`config.mk`:
```
export PLATFORM = sky130hd
export DESIGN_NAME = instr_encoder
export DESIGN_NICKNAME = d
export VERILOG_FILES = /design/src/rtl/instr_encoder.sv
export SDC_FILE = /design/constraint.sdc
export NUM_CORES = 1
export LEC_CHECK = 0
export CAP_MARGIN = 40
export CORE_MARGIN = 1.5
export CORE_UTILIZATION = 51
export CTS_CLUSTER_DIAMETER = 200
export DETAILED_ROUTE_END_ITERATION = 8
export PLACE_DENSITY_LB_ADDON = 0.05
export SLEW_MARGIN = 20
export SYNTH_ARGS = -nofsm -noshare
export SYNTH_HDL_FRONTEND = slang
export SYNTH_SLANG_ARGS = --single-unit
```
`constraint.sdc`:
```
create_clock -name clk -period 5.7 [get_ports clk]
set_input_delay 1.14 -clock clk [delete_from_list [all_inputs] [get_ports clk]]
set_output_delay 1.14 -clock clk [all_outputs]
set_load 0.02 [all_outputs]
```
`src/rtl/instr_encoder.sv`:
```
// ---------------------------------------------------------------------------
// instr_encoder
//   Packs register/funct fields and a signed immediate into a 32-bit RV32I
//   instruction word (R/I/S/B/U/J). The immediate is range-checked. Each word
//   is tagged with a sequential byte address and queued in a small output FIFO
//   that feeds the instruction-memory writer.
//
// Parameters
//   DEPTH      output FIFO entries (power of 2, >= 2)
//   BASE_ADDR  next-address value after reset (word aligned)
//
// Ports
//   clk, rst_n          clock (rising edge), async active-low reset
//   in_valid_i          request valid
//   in_ready_o          request accepted on in_valid_i & in_ready_o (= !full)
//   fmt_i               0=R 1=I 2=S 3=B 4=U 5=J, 6/7 illegal
//   opcode_i            instr[6:0]
//   rd_i/rs1_i/rs2_i    register fields
//   funct3_i/funct7_i   instr[14:12] / instr[31:25] (funct7 used by R only)
//   imm_i               signed immediate / byte offset
//   addr_load_i         load the address counter with addr_value_i & ~3
//   addr_value_i        new address
//   out_valid_o         FIFO head valid
//   out_ready_i         pop head on out_valid_o & out_ready_i
//   out_instr_o         encoded word at head (0 when empty)
//   out_addr_o          byte address of head word (0 when empty)
//   out_err_o           head word had illegal format / bad immediate
//   err_count_o         saturating count of errored words pushed
// ---------------------------------------------------------------------------
module instr_encoder #(
  parameter int          DEPTH     = 2,
  parameter logic [31:0] BASE_ADDR = 32'h0
) (
  input  logic        clk,
  input  logic        rst_n,
  input  logic        in_valid_i,
  output logic        in_ready_o,
  input  logic [2:0]  fmt_i,
  input  logic [6:0]  opcode_i,
  input  logic [4:0]  rd_i,
  input  logic [4:0]  rs1_i,
  input  logic [4:0]  rs2_i,
  input  logic [2:0]  funct3_i,
  input  logic [6:0]  funct7_i,
  input  logic [31:0] imm_i,
  input  logic        addr_load_i,
  input  logic [31:0] addr_value_i,
  output logic        out_valid_o,
  input  logic        out_ready_i,
  output logic [31:0] out_instr_o,
  output logic [31:0] out_addr_o,
  output logic        out_err_o,
  output logic [7:0]  err_count_o
);

  localparam int AW = (DEPTH > 1) ? $clog2(DEPTH) : 1;
  localparam logic [AW:0] FULL_CNT = DEPTH[AW:0];

  typedef enum logic [2:0] {
    FMT_R = 3'd0,
    FMT_I = 3'd1,
    FMT_S = 3'd2,
    FMT_B = 3'd3,
    FMT_U = 3'd4,
    FMT_J = 3'd5
  } fmt_e;

  typedef struct packed {
    logic [31:0] instr;
    logic [31:0] addr;
    logic        err;
  } entry_t;

  // -------------------------------------------------------------------------
  // Encoder (combinational)
  // -------------------------------------------------------------------------
  logic [31:0] enc_instr;
  logic        enc_err;

  // An immediate fits in N signed bits iff bits [31:N-1] are all equal.
  logic fits12, fits13, fits21;
  assign fits12 = (&imm_i[31:11]) | ~(|imm_i[31:11]);
  assign fits13 = (&imm_i[31:12]) | ~(|imm_i[31:12]);
  assign fits21 = (&imm_i[31:20]) | ~(|imm_i[31:20]);

  always_comb begin
    enc_instr = 32'h0;
    enc_err   = 1'b0;
    case (fmt_i)
      FMT_R: begin
        enc_instr = {funct7_i, rs2_i, rs1_i, funct3_i, rd_i, opcode_i};
      end
      FMT_I: begin
        enc_instr = {imm_i[11:0], rs1_i, funct3_i, rd_i, opcode_i};
        enc_err   = ~fits12;
      end
      FMT_S: begin
        enc_instr = {imm_i[11:5], rs2_i, rs1_i, funct3_i, imm_i[4:0], opcode_i};
        enc_err   = ~fits12;
      end
      FMT_B: begin
        enc_instr = {imm_i[12], imm_i[10:5], rs2_i, rs1_i, funct3_i,
                     imm_i[4:1], imm_i[11], opcode_i};
        // 13-bit signed even offset: upper bound 4094 falls out of imm[0]==0
        enc_err   = ~fits13 | imm_i[0];
      end
      FMT_U: begin
        enc_instr = {imm_i[31:12], rd_i, opcode_i};
        enc_err   = |imm_i[11:0];
      end
      FMT_J: begin
        enc_instr = {imm_i[20], imm_i[10:1], imm_i[11], imm_i[19:12],
                     rd_i, opcode_i};
        enc_err   = ~fits21 | imm_i[0];
      end
      default: begin
        // Illegal format: emit an all-zero word flagged as errored
        enc_instr = 32'h0;
        enc_err   = 1'b1;
      end
    endcase
  end

  // -------------------------------------------------------------------------
  // FIFO control
  // -------------------------------------------------------------------------
  logic [AW-1:0] wr_ptr_q, wr_ptr_d;
  logic [AW-1:0] rd_ptr_q, rd_ptr_d;
  logic [AW:0]   cnt_q, cnt_d;
  logic          full, empty, push, pop;

  assign full  = (cnt_q == FULL_CNT);
  assign empty = (cnt_q == '0);
  // No pass-through: a full FIFO refuses input even if it pops this cycle
  assign push  = in_valid_i & ~full;
  assign pop   = ~empty & out_ready_i;

  always_comb begin
    wr_ptr_d = wr_ptr_q;
    rd_ptr_d = rd_ptr_q;
    cnt_d    = cnt_q;
    if (push) wr_ptr_d = wr_ptr_q + 1'b1;
    if (pop)  rd_ptr_d = rd_ptr_q + 1'b1;
    case ({push, pop})
      2'b10:   cnt_d = cnt_q + 1'b1;
      2'b01:   cnt_d = cnt_q - 1'b1;
      default: cnt_d = cnt_q;
    endcase
  end

  // -------------------------------------------------------------------------
  // Address counter and error counter
  // -------------------------------------------------------------------------
  logic [31:0] next_addr_q, next_addr_d;
  logic [31:0] addr_base;
  logic [7:0]  err_cnt_q, err_cnt_d;

  // A load on the same edge as a push applies to the pushed word itself
  assign addr_base = addr_load_i ? {addr_value_i[31:2], 2'b00} : next_addr_q;

  always_comb begin
    next_addr_d = addr_base;
    if (push) next_addr_d = addr_base + 32'd4;
  end

  always_comb begin
    err_cnt_d = err_cnt_q;
    if (push && enc_err && (err_cnt_q != 8'hFF)) err_cnt_d = err_cnt_q + 8'd1;
  end

  always_ff @(posedge clk or negedge rst_n) begin
    if (!rst_n) begin
      wr_ptr_q    <= '0;
      rd_ptr_q    <= '0;
      cnt_q       <= '0;
      next_addr_q <= BASE_ADDR;
      err_cnt_q   <= 8'h0;
    end else begin
      wr_ptr_q    <= wr_ptr_d;
      rd_ptr_q    <= rd_ptr_d;
      cnt_q       <= cnt_d;
      next_addr_q <= next_addr_d;
      err_cnt_q   <= err_cnt_d;
    end
  end

  // Storage needs no reset: outputs are gated to zero while empty
  entry_t mem_q [DEPTH];

  always_ff @(posedge clk) begin
    if (push) mem_q[wr_ptr_q] <= '{instr: enc_instr, addr: addr_base, err: enc_err};
  end

  // -------------------------------------------------------------------------
  // Outputs
  // -------------------------------------------------------------------------
  entry_t head;

  always_comb begin
    head = '0;
    if (!empty) head = mem_q[rd_ptr_q];
  end

  assign in_ready_o  = ~full;
  assign out_valid_o = ~empty;
  assign out_instr_o = head.instr;
  assign out_addr_o  = head.addr;
  assign out_err_o   = head.err;
  assign err_count_o = err_cnt_q;

endmodule

```
Word level (Yosys, flattened, before mapping)
Memories as Yosys holds them, arrays and structs flattened.
Index checks and enable logic that the tools add are counted.

word-level totals
  bits in registers = 44
  RAM bits = 130
  bits of input ports = 104
  output and inout port bits = 75
  word-level logic and storage cells = 57
  memories kept = 1

operators by class
  add/sub/neg operators = 6
  eq/ne operators = 9
  multiplexer cells = 8
  bitwise logic cells = 15
  reduce and logical (&&, ||, !) cells = 13

memories
  memory  words  bits a word  rd ports  clocked after memory_dff  wr ports  line  source
  mem_q   2      65           1         0                         1         188   entry_t mem_q [DEPTH];

operator list
  kind                                                                    count
  32-bit one-hot mux with 6 select lines                                  1
  65-bit 2-to-1 mux                                                       1
  32-bit 2-to-1 mux                                                       2
  32-bit by 3-bit adder with 32-bit output (second input constant)        1
  12-bit OR reduction                                                     2
  21-bit AND reduction                                                    1
  21-bit OR reduction                                                     1
  20-bit AND reduction                                                    1
  20-bit OR reduction                                                     1
  12-bit AND reduction                                                    1
  8-bit by 1-bit adder with 8-bit output (second input constant)          1
  8-bit inequality test (second input constant)                           1
  1-bit inverter                                                          8
  3-bit by 2-bit equality test with 1-bit output (second input constant)  2
  3-bit equality test (second input constant)                             2
  1-bit bitwise OR                                                        5
  1-bit one-hot mux with 5 select lines                                   1
  2-bit equality test (second input constant)                             2
  2-bit one-hot mux with 2 select lines                                   1
  3-bit by 1-bit equality test with 1-bit output (second input constant)  1
  3-bit logical NOT                                                       1
  1-bit adder (second input constant)                                     2
  2-bit by 1-bit adder with 2-bit output (second input constant)          1
  1-bit AND                                                               2
  7 further kinds                                                         9

Depth between registers and ports, before layout
Gate-level depths: netlist of run 1.

  depth in word-level cells = 8
  mapped depth = 12
  mapped depth without buffers = 7

Worst setup path after synthesis of run 1
Ideal clock, no wire load.

  path kind = input to register
  start = input in_valid_i
  end = memory mem_q[0][0] (netlist bit) (enable)
  library setup time = 0.489 ns
  data arrival time = 4.042 ns
  required time = 5.211 ns
  setup slack = 1.169 ns
  stages = 2
  buffers on the path = 0
  cell sequence = nand2_1 > nor2_1

on the way
  cells in the longest elaborated chain, start to end = 3

ends and longest elaborated chain
  item                                    line  source
  from (decl)                             36    input logic in_valid_i,
  1-bit AND                               135   assign push = in_valid_i & ~full;
  1-bit 2-to-1 mux                        191   if (push) mem_q[wr_ptr_q] <= '{instr: enc_instr, addr: addr_base, err: enc_err};
  1-bit 2-to-1 mux (implied by the code)  191
  to (decl)                               188

No other way between the ends.

Worst setup path after layout of run 1
  start = register rd_ptr_q
  end = output out_instr_o[20]

on the way
  cells in the longest elaborated chain, start to end = 2

ends and longest elaborated chain
  item                    line  source
  from (decl)             128   logic [AW-1:0] rd_ptr_q, rd_ptr_d;
  from (signal assigned)  180   rd_ptr_q <= rd_ptr_d;
  memory read 2 x 65 bit  n/a
  65-bit 2-to-1 mux       201   if (!empty) head = mem_q[rd_ptr_q];
  to (decl)               50    output logic [31:0] out_instr_o,

No other way between the ends.

==> results of run 1 <==
-- layout by cell type, fill, tap and decap left out, drive strengths merged, types with 2 or more instances in the layout --
master	Yosys	routed
clkdlybuf4s50	0	174
edfxtp	130	130
nor2	78	78
mux2i	77	77
dfrtp	44	44
nand2	26	26
xnor2	24	24
inv	18	22
nand3	20	20
clkbuf	13	20
mux2	18	18
a22oi	17	17
xor2	14	14
a22o	13	13
buf	17	12
nor2b	11	11
nor4	11	11
and2	10	10
o21ai	10	10
a21oi	9	9
a211oi	8	8
nand4	7	7
clkinv	0	7
o22ai	6	6
nand3b	6	6
nand2b	5	5
a21o	5	5
and3	4	4
a32o	3	3
ha	3	3
a31oi	3	3
nor3	2	2
and4b	2	2
-- power by group through the flow --
stage          clock (mW)  sequential [mW]  combinational, mW
6_report             1.05             1.91               2.03
5_1_grt              1.13             1.94               2.17
4_1_cts              1.07             1.91               2.06
3_5_place_dp            0             1.94               2.04
3_3_place_gp            0             1.92               2.00
2_1_floorplan           0             1.86               1.19
-- worst max path at each step --
stage                    start               to  slack, ns
floorplan           in_valid_i      mem_q[0][0]       1.17
global placement      fmt_i[2]   err_count_o[6]       1.81
detailed placement    fmt_i[2]   err_count_o[6]       1.72
CTS                   rd_ptr_q  out_instr_o[20]       1.69
global route          rd_ptr_q  out_instr_o[20]       1.57
finish                rd_ptr_q  out_instr_o[20]       1.72
-- per-stage QoR --
step                util [%]  std cells
floorplan                  -        625
global placement        64.4        994
detailed placement      64.7        996
CTS                     68.2       1028
global route            68.3       1029
finish                  68.3       1029
-- area by class of cell --
cell class	instances	area (sq um)
flip-flops and latches	174	5010
repair buffers	186	1870
clock buffers	20	457
well taps	216	270
multi-input cells	403	3040
fillers	1160	5020
clock inverters	12	87.6
inverters	18	67.6
-- registers in the layout, indices dropped and copies added (netlist names) --
| register | cells |
|---|---|
| wr_ptr_q | 1 |
| mem_q | 130 |
| next_addr_q | 32 |
| err_count_o | 8 |
| cnt_q | 2 |
| rd_ptr_q | 1 |
-- layer usage --
| layer | GRT usage [%] | wire (um) | up-vias | share of wire [%] |
|---|---|---|---|---|
| met5 | 0 | 0 | - | 0 |
| met2 | 39.4 | 9620 | 172 | 51 |
| li1 | - | - | 2662 | - |
| met3 | 4.14 | 736 | 33 | 3.9 |
| met4 | 9.08 | 405 | 0 | 2.1 |
| met1 | 29.1 | 8140 | 2722 | 43 |
-- logic make-up after synthesis --
group / count (synthesis)
xor+xnor: 38
simple gates: 185
flops: 174
buf+inv: 48
compound gates: 82
mux: 95
fa+ha+maj: 3
==> metrics.yaml, run 1 <==
status: "complete, no violations"
cp.arrival_ns: 2.84
post_cts_resize_count: 0
critPathBufInv: 2
synth_xor_area_share_pct: 4.03
synthAdderAreaFrac_pct: 0.454
initial_core_util_pct: 52.2
htreeDepth: 4
areaGrowthSynthToFinish_pct: 30.7
drc: 0
leakage_nw: 4.11
slew-limit-headroom_pct: 44.4
reg2reg_depth: 3
worst_path_largest_cell_delay_ns: 0.97
async_flop_share_pct: 25.3
crit_cells: 4
cp_top_family: "buffers and inverters"
synth_edf_count: 130
peakVddDrop_mv: 0.323
synth_top_flop_cell: "edfxtp_1"
antenna_found_initial: 0
nNetsFinal: 907
critPathMaxFanout: 45
drive_gt1_share_pct: 10.7
rsz0062_at_grt: "no"
grt_overflow_total: 0
startpoint_type: "flip-flop"
power.density_nw_per_um2: 462
wl_mm: 18.9
die_h_um: 130
synth-seq-area-share_pct: 60.6
post-place-ws_ns: 1.72
fmax_mhz: 251
hold_ws_ns: 0.534
hold_violations: 0
clkPwrFrac_pct: 21.1
port-buffer-count: 176
internal_power_mw: 3.23
synth.distinct_cells: 62
grt_max_degree: 46
synthTopCellsByArea: "edfxtp_1, dfrtp_1, mux2i_1, nor2_1, xnor2_1"
slew_violations: 0
critPathCaptureType: "primary output"
synthCells: 625
dr_total_vias: 5589
slowest_stage: "dfrtp_4"
yosys.area_share.simple_pct: 12.1
drt-pass1-iter-count: 5
core_area_sq_um: 15800
regToRegSetupSlack_ns: 3.34
setup_viol: 0
grt_pass1_vias: 5821
switching_power_mw: 1.77
cts_setup_buffers: 0
crit_chain: "buf_4 -> mux2i_1 -> nor2_1 -> clkdlybuf4s50_1"
yosys.area.top_type: "edfxtp_1"
drtIter0Drc: 312
synth_top_family_by_area: "simple AND/OR/NAND/NOR gates"
grt_usage_pct: 23.0
clock-sinks: 174
power.share.sequential_pct: 38.2
clock_path_buffers: 2
synth_top_area_share_pct: 47.2
crit_type: "flip-flop to primary output"
setup_slack_ns: 1.72
routabilityCongestion: 0.888
synth_most_common_cell: "edfxtp_1"
worstMarginPinSlew_ns: 0.834
grt_pass1_wl_mm: 29.4
post-route-cell-area_sq_um: 10800
tns_ns: 0
postCtsHoldBufs: 0
clk_latency_ns: 0.42
place_area_sq_um: 10200
path_clk_slew_ns: 0.06
muxShareOfSynthArea_pct: 12.0
synth_nets: 732
cts_root_buf: "clkbuf_16"
p_total_mw: 4.99
hold_path.class: "flip-flop to flip-flop"
ys_seq_elements: 174
die_area_sq_um: 17000
sw_frac_of_total_pct: 35.4
period_share_pct: 69.8
min_to: "err_count_o[7]"
holdCritStartpoint: "err_count_o[7]"
synthesis.area_sq_um: 8260
ios: 179
routedWlPerCell_um: 18.4
postRouteAntennaNets: 0
cap_violations: 0
worstHoldPathCells: 1
r2r-start: "cnt_q[0]"
synth_common_cells: "edfxtp_1, nor2_1, mux2i_1"
diodes: 0
fin_skew_ns: 0.00793
tritoncts: "yes"
synth_warnings: 0
die_x_um: 130
vias_per_cell: 5.43
comb_power_share_pct: 40.7
synth_compound_area_share_pct: 8.04
place_hpwl_mm: 13.5
min_period_ns: 3.98
critPathRequiredTime_ns: 4.56
synth_area_per_cell_sq_um: 13.2
cts_buffers: 17
rows: 46
r2r_end: "mem_q[1][51]"
Power figures use the tool's default switching activity.
==> run 2: changes to the inputs <==
Settings changed: CORE_UTILIZATION 51 to 46.
Clock period 5.7 ns to 3.58 ns, I/O delays scaled along.
==> metrics.yaml, run 2 (synthesized netlist as in run 1, its figures left out) <==
status: "complete, no violations"
regMostFlops: "mem_q"
clock-sinks: 174  # unchanged
antenna_found_initial: 0  # unchanged
layout_common_cells: "clkdlybuf4s50_1, edfxtp_1, nor2_1"
critPathMaxFanout: 43  # -4.4%
tns_ns: 0  # unchanged
die_h_um: 137  # +5.2%
wl_mm: 19.3  # +2.0%
initial_core_util_pct: 47.4  # -4.8 points
ios: 179  # unchanged
core_area_sq_um: 17400  # +10%
cap_violations: 0  # unchanged
diodes: 0  # unchanged
cts_setup_buffers: 0  # unchanged
vias_per_cell: 5.35  # -1.5%
grt_pass1_vias: 5633  # -3.2%
cts_root_buf: "clkbuf_16"
worst_path_largest_cell_delay_ns: 0.92  # -0.05 ns
place_hpwl_mm: 14.0  # +4.0%
htreeDepth: 4  # unchanged
routedWlPerCell_um: 18.5  # +0.54%
dr_total_vias: 5586  # -0.054%
tritoncts: "yes"
clock_path_buffers: 2  # unchanged
startpoint_type: "flip-flop"
slew_violations: 0  # unchanged
critPathCaptureType: "primary output"
cts_buffers: 17  # unchanged
period_share_pct: 92.0
rsz0062_at_grt: "no"
path_clk_slew_ns: 0.06  # about the same
drc: 0  # unchanged
grt_usage_pct: 21.3  # -1.7 points
clk_latency_ns: 0.43  # about the same
drt-pass1-iter-count: 5  # unchanged
port-buffer-count: 176  # unchanged
peakVddDrop_mv: 0.508  # +58%
die_x_um: 137  # +5.2%
met2_length_mm: 9.75  # +1.4%
post-route-cell-area_sq_um: 10900  # +1.1%
cp.arrival_ns: 2.58  # -0.26 ns
fin_skew_ns: 0.00909  # +0.00115 ns
post_cts_resize_count: 0  # unchanged
met1_length_mm: 8.40  # +3.2%
drtIter0Drc: 249  # -20%
leakage_nw: 4.15  # +0.82%
crit_chain: "buf_4 -> mux2i_1 -> nor2_1 -> clkdlybuf4s50_1"
routabilityCongestion: 0.857  # -3.6%
postRouteAntennaNets: 0  # unchanged
slowest_stage: "dfrtp_4"
min_period_ns: 3.29
routed-wl-met3_um: 713  # -3.1%
grt_pass1_wl_mm: 29.7  # +0.84%
crit_type: "flip-flop to primary output"
critPathRequiredTime_ns: 2.86  # -1.70 ns
hold_path.class: "primary input to asynchronous set/reset pin"
fmax_mhz: 304
die_area_sq_um: 18800  # +11%
worstMarginPinSlew_ns: 0.757  # -0.0776 ns
regToRegSetupSlack_ns: 1.32  # -2.02 ns
setup_viol: 0  # unchanged
nNetsFinal: 913  # +0.66%
largest_reg_flops: 130  # unchanged
power.density_nw_per_um2: 744  # +61%
areaGrowthSynthToFinish_pct: 32.2
hold_violations: 0  # unchanged
grt_max_degree: 54  # +17%
postCtsHoldBufs: 0  # unchanged
top_layer: "met4"
place_area_sq_um: 10400  # +1.0%
slew-limit-headroom_pct: 49.6  # +5.2 points
layout_commonest_cell: "clkdlybuf4s50_1"
rows: 48  # +4.3%
drive_gt1_share_pct: 11.0  # +0.29 points
n_fill_cell: 1372  # +18%
grt_overflow_total: 0  # unchanged
run 2: worst paths after layout:
check | startpoint | to | depth (start not counted)
worst max-delay path | rd_ptr_q | out_addr_o[4] | 4
worst min-delay path | rst_n | next_addr_q[10] | 1
worst max register to register | cnt_q[0] | cnt_q[1] | 7
worst min register to register | err_count_o[4] | err_count_o[4] | 1
max in group asynchronous | rst_n | next_addr_q[31] | 2
min in group clk | err_count_o[4] | err_count_o[4] | 1
run 2: worst max-delay path: cells and delay by family (launching register included):
kind,cells,cell delay (ns)
and+or+nand+nor,1,0.07
muxes,1,0.27
DFF,1,0.92
buffers and inverters,2,0.88
run 2: cell type report:
type                            instances  area, sq um  share of cell area [%]
Timing Repair Buffer                  192         1950                    17.9
Tap cell                              225          282                    2.58
Inverter                               18         67.6                   0.619
Multi-Input combinational cell        403         3040                    27.8
Clock buffer                           22          454                    4.16
Clock inverter                         10          116                    1.07
Sequential cell                       174         5010                    45.9
run 2: through the flow:
step | std cells | setup WS (ns) | hold WS, ns | utilization, % | power [mW]
6_report | 1044 | 0.287 | 0.227 | 62.7 | 8.13
5_1_grt | 1044 | 0.172 | 0.247 | 62.7 | 8.53
3_5_place_dp | 1012 | 0.517 | 0.491 | 59.4 | 6.43
2_1_floorplan | 625 | 0.548 | 0.420 | - | 4.84
4_1_cts | 1044 | 0.259 | 0.238 | 62.7 | 8.21
3_3_place_gp | 1011 | 0.584 | 0.481 | 59.3 | 6.36
run 2: layer usage:
layer	track usage, %	up-vias
li1	-	2669
met1	27.6	2742
met2	36.1	147
met3	3.30	28
met4	7.89	0
met5	0	-
run 2: report_power, final:
part | total (mW) | internal [mW] | switching (mW) | leakage (nW)
Combinational | 3.33 | 1.53 | 1.79 | 2.14
Sequential | 3.02 | 2.72 | 0.299 | 1.75
Clock | 1.78 | 1.04 | 0.732 | 0.264
Total | 8.13 | 5.30 | 2.82 | 4.15
